`config.mk`:
```
export PLATFORM = sky130hd
export DESIGN_NAME = z80_bus_arbiter
export DESIGN_NICKNAME = d
export VERILOG_FILES = /design/src/rtl/z80_bus_arbiter.sv
export SDC_FILE = /design/constraint.sdc
export NUM_CORES = 1
export LEC_CHECK = 0
export CAP_MARGIN = 20
export CORE_MARGIN = 2
export CORE_UTILIZATION = 48
export CTS_CLUSTER_DIAMETER = 100
export DETAILED_ROUTE_END_ITERATION = 8
export PLACE_DENSITY_LB_ADDON = 0.08
export SYNTH_ARGS = -nofsm -noshare
export SYNTH_HDL_FRONTEND = slang
export SYNTH_SLANG_ARGS = --single-unit
```
`constraint.sdc`:
```
create_clock -name clk -period 1.6 [get_ports clk]
set_input_delay 0.32 -clock clk [delete_from_list [all_inputs] [get_ports clk]]
set_output_delay 0.32 -clock clk [all_outputs]
set_load 0.03 [all_outputs]
```
`src/rtl/z80_bus_arbiter.sv`:
```
// rtl/z80_bus_arbiter.sv - Z80 system bus arbiter: BUSRQ/BUSAK handshake plus round-robin grants to secondary masters
module z80_bus_arbiter #(
    parameter int MASTER_QTY = 2,
    parameter int MAX_HOLD   = 256
) (
    input  logic                          clk,
    input  logic                          reset,
    input  logic [MASTER_QTY-1:0]         req,
    output logic [MASTER_QTY-1:0]         grant,
    output logic [$clog2(MASTER_QTY)-1:0] msel,
    output logic                          busrqn,
    input  logic                          busakn,
    input  logic                          bus_mreqn,
    input  logic                          bus_iorqn,
    output logic                          preempt
);
    localparam int SEL_W = $clog2(MASTER_QTY);
    localparam int CNT_W = $clog2(MAX_HOLD);
    localparam logic [CNT_W-1:0] HOLD_LAST = CNT_W'(MAX_HOLD - 1);

    typedef enum logic [2:0] {
        CPU_OWN,
        RQ_CPU,
        GRANT,
        RELEASE,
        HANDOFF,
        CPU_RETURN
    } state_t;

    state_t                state, state_d;
    logic [MASTER_QTY-1:0] grant_d;
    logic [SEL_W-1:0]      msel_d;
    logic                  busrqn_d;
    logic                  preempt_d;
    logic [CNT_W-1:0]      hold_cnt, hold_cnt_d;
    logic [SEL_W-1:0]      ptr, ptr_d;

    logic [MASTER_QTY-1:0] pend;
    logic [MASTER_QTY-1:0] others;
    logic [SEL_W-1:0]      pick;
    logic [SEL_W-1:0]      cand;
    logic [SEL_W-1:0]      ptr_after_pick;

    // The CPU (index 0) never requests through req; it is the default owner.
    assign pend   = {req[MASTER_QTY-1:1], 1'b0};
    assign others = pend & ~(MASTER_QTY'(1) << msel);

    // Round-robin pick: lowest offset from ptr wins, so scan from the farthest candidate down
    always_comb begin
        pick = ptr;
        cand = ptr;
        for (int i = MASTER_QTY - 2; i >= 0; i--) begin
            cand = SEL_W'(((int'(ptr) - 1 + i) % (MASTER_QTY - 1)) + 1);
            if (pend[cand]) begin
                pick = cand;
            end
        end
        ptr_after_pick = (pick == SEL_W'(MASTER_QTY - 1)) ? SEL_W'(1) : pick + SEL_W'(1);
    end

    // Next-state and next-output logic; outputs are registered so values here land after the edge
    always_comb begin
        state_d    = state;
        grant_d    = grant;
        msel_d     = msel;
        busrqn_d   = busrqn;
        preempt_d  = 1'b0;
        hold_cnt_d = hold_cnt;
        ptr_d      = ptr;
        case (state)
            CPU_OWN: begin
                if (pend != '0 && busakn) begin
                    busrqn_d = 1'b0;
                    state_d  = RQ_CPU;
                end
            end
            RQ_CPU: begin
                // Keep BUSRQ asserted until the CPU has actually let go, even if the request vanished.
                if (!busakn) begin
                    if (pend != '0) begin
                        grant_d    = MASTER_QTY'(1) << pick;
                        msel_d     = pick;
                        hold_cnt_d = '0;
                        ptr_d      = ptr_after_pick;
                        state_d    = GRANT;
                    end else begin
                        busrqn_d = 1'b1;
                        state_d  = CPU_RETURN;
                    end
                end
            end
            GRANT: begin
                hold_cnt_d = (hold_cnt == HOLD_LAST) ? hold_cnt : hold_cnt + CNT_W'(1);
                // A voluntary release takes precedence over a preemption firing the same cycle.
                if (!req[msel]) begin
                    grant_d = '0;
                    state_d = RELEASE;
                end else if (hold_cnt == HOLD_LAST && others != '0) begin
                    grant_d   = '0;
                    preempt_d = 1'b1;
                    state_d   = RELEASE;
                end
            end
            RELEASE: begin
                // msel stays on the old master so it can finish its in-flight cycle.
                if (bus_mreqn && bus_iorqn) begin
                    state_d = HANDOFF;
                end
            end
            HANDOFF: begin
                if (pend != '0) begin
                    grant_d    = MASTER_QTY'(1) << pick;
                    msel_d     = pick;
                    hold_cnt_d = '0;
                    ptr_d      = ptr_after_pick;
                    state_d    = GRANT;
                end else begin
                    msel_d   = '0;
                    busrqn_d = 1'b1;
                    state_d  = CPU_RETURN;
                end
            end
            CPU_RETURN: begin
                if (busakn) begin
                    state_d = CPU_OWN;
                end
            end
            default: begin
                grant_d  = '0;
                msel_d   = '0;
                busrqn_d = 1'b1;
                state_d  = CPU_OWN;
            end
        endcase
    end

    // State and registered outputs, cleared asynchronously to hand the bus back to the CPU
    always_ff @(posedge clk or posedge reset) begin
        if (reset) begin
            state    <= CPU_OWN;
            grant    <= '0;
            msel     <= '0;
            busrqn   <= 1'b1;
            preempt  <= 1'b0;
            hold_cnt <= '0;
            ptr      <= SEL_W'(1);
        end else begin
            state    <= state_d;
            grant    <= grant_d;
            msel     <= msel_d;
            busrqn   <= busrqn_d;
            preempt  <= preempt_d;
            hold_cnt <= hold_cnt_d;
            ptr      <= ptr_d;
        end
    end

endmodule

```
==> metrics.txt <==
status finished with violations; violated checks negative setup slack; Leak 0.597 nW; critical path cell sequence or3b_4, o311a_4, or4_4, a21oi_2; Crit path max-delay family simple AND/OR/NAND/NOR gates; Die Area 2340 sq um; H-tree Lvls 1; Final period util 106%; Die Span Y 48.4 um; First DRT Iteration DRCs 15; Warnings, synthesis 0; Tot Pwr 0.00226 W; Die X 48.4 um; TritonCTS clock tree built; layout cell share with drive strength beyond 1 33.1%; fin crit period 1.69 ns; Buffers on Ports 10; first-pass GRT wire length 3.99 mm; Worst setup SP type flip-flop; worst skew pair latency 0.29 ns; gr usage total 21.7%; setup TNS -0.0973 ns; CP peak stage delay 0.52 ns; n_diodes 0; Reg clk slew, reported paths 0.11 ns; post-synthesis async set-or-reset flop share 100%; Routed WL per cell 14.6 um; Post-Syn Area 945 sq um; critical path required time 1.83 ns; Crit Path Class flip-flop to flip-flop; Max Slew Vio Count 0; post-route DRC violation count 0; fmax 0.592 GHz; DR vias/cell 5.50; cells after synthesis 101; largest cells by area after synthesis dfrtp_1 37%, mux2i_1 5.3%, nand2_1 4.4%; HPWL after DPL 1.57 mm; TritonRoute pass-1 iters 4; Cells after DPL 151; hold_ws 0.313 ns; initial core utilization 49.7%; largest net degree at the start of global routing 16; worst path buffer plus inverter count 0; Sink Count 15; vias in the first global route 864; initial antenna violation count 0; Num CTS Buffers 3; Placer Congestion 0.839; fin cells 160; Final Hold Viols 0; Final #Nets 142; PnR worst setup slack -0.0905 ns; vias 880; max cap viols 0; IO Pins 12; biggest area consumer among synthesized cells dfrtp_1; setup repair after global routing missed its margin yes; Final ANT Viol Nets 0; clk_skew 0.0148 ns; Core Region 1900 sq um; ys flop type dfrtp_1; total gr overflow 0; CP arrival 1.92 ns; nature of the critical path endpoint flip-flop; Core Rows 16; Unique masters post-synth 44; Crit Path Max Fanout 3; final setup fails 2; pwr dens 1690 nW/um^2; CTS Buffer Depth 2; EDFF count, synth 0; syn avg cell area 9.35 sq um; final wirelength 2.34 mm; Tightest Hold Check Type input port to asynchronous set/reset pin; syn_nets 109; Slowest cell on crit path or4_4; CTS root buffer clkbuf_4; flop and latch count out of synthesis 15; share of the synthesized area in the top cell type 37.1%; peak supply drop 1160 uV; Area growth syn-to-layout 42.0%; Seq/Total Area, Yosys 39.9%
[per-stage QoR]
step	setup WS [ns]	cell area, sq um	util, %
global placement	-0.409	1240	65.0
global route	-0.143	1340	70.5
floorplan	-0.00909	993	-
detailed placement	-0.440	1240	65.0
finish	-0.0905	1340	70.5
CTS	-0.0745	1320	69.1
[logic make-up (layout without fill, tap and decap cells)]
family,after synthesis,count (layout),share of synthesized area (%)
AO/OA/AOI/OAI,26,26,18.3
other,1,1,0.397
adder cells (fa/ha/maj),1,1,1.32
buffers and inverters,8,40,5.56
flip-flops,15,15,39.9
multiplexers,6,6,6.49
AND/OR/NAND/NOR,44,44,28.1
[power by group]
group	total [W]	switching [W]	internal (W)
clock network	0.000234	0.000139	0.0000948
registers	0.000667	0.000127	0.000540
logic	0.00136	0.000669	0.000695
total	0.00226	0.000935	0.00133
[cell usage after synthesis, drive strengths merged (2+ instances only)]
cell / number
buf: 4
inv: 2
a21o: 2
clkbuf: 2
nand2b: 6
nor3b: 2
a21oi: 6
mux2i: 5
nor2b: 2
nand3: 5
nor4: 3
o21ai: 6
nand2: 11
nand4: 2
o21a: 2
nor2: 4
dfrtp: 14
[routing by layer]
layer  vias to the layer above  track usage, %  share of wire [%]
met5                         -               0                  0
met1                       433            30.3                 46
met2                        15            35.4                 50
li1                        430               -                  -
met3                         2            3.40                3.2
met4                         0            5.71               0.56
[layout make-up]
type                            count  area, sq um
Sequential cell                    15          377
Multi-Input combinational cell     78          598
Inverter                            2         7.51
Timing Repair Buffer               34          295
Clock inverter                      1         7.51
Tap cell                           27         33.8
Fill cell                         165          561
Clock buffer                        3         22.5
[what timing repair did]
item	4_1_cts	5_1_grt
setup buffers	2	3
hold buffers	0	0
cloned	0	0
endpoints found under the setup margin	9	10
pin swaps	4	4
gates resized for setup	12	3
endpoints found under the hold margin	0	0
[placed cells by master (no fill, tap or decap), types with 2 or more instances in the layout]
cell,instances
nor3b_1,2
inv_1,2
nor4_4,3
a21oi_1,5
dfrtp_1,14
clkbuf_4,3
nand2b_1,4
a21o_1,2
mux2i_1,5
nand2_1,11
nand4_1,2
o21ai_0,4
nor2_1,4
o21ai_1,2
buf_4,21
buf_6,2
dlygate4sd2_1,4
o21a_1,2
clkdlybuf4s50_1,5
nand3_1,5
nand2b_4,2
nor2b_1,2
[sequential cells by signal, indices dropped and copies added (netlist names)]
| signal | flops |
|---|---|
| busrqn | 1 |
| grant | 1 |
| hold_cnt | 8 |
| msel | 1 |
| preempt | 1 |
| state | 3 |
[tightest hold or removal path, stage by stage]
cell	delay, ns
clkdlybuf4s50_1	0.39
inv_1	0.05
buf_4	0.22
[worst paths after layout]
check	start	endpoint	slack, ns	cells after the start
min in group clk	hold_cnt[6]	hold_cnt[6]	0.56	2
max in group asynchronous	reset	busrqn	1.03	3
worst max register to register	state[0]	hold_cnt[3]	-0.09	4
worst min register to register	hold_cnt[6]	hold_cnt[6]	0.56	2
worst max-delay path	state[0]	hold_cnt[3]	-0.09	4
worst min-delay path	reset	state[0]	0.31	3
(Power assumes the default switching activity.)
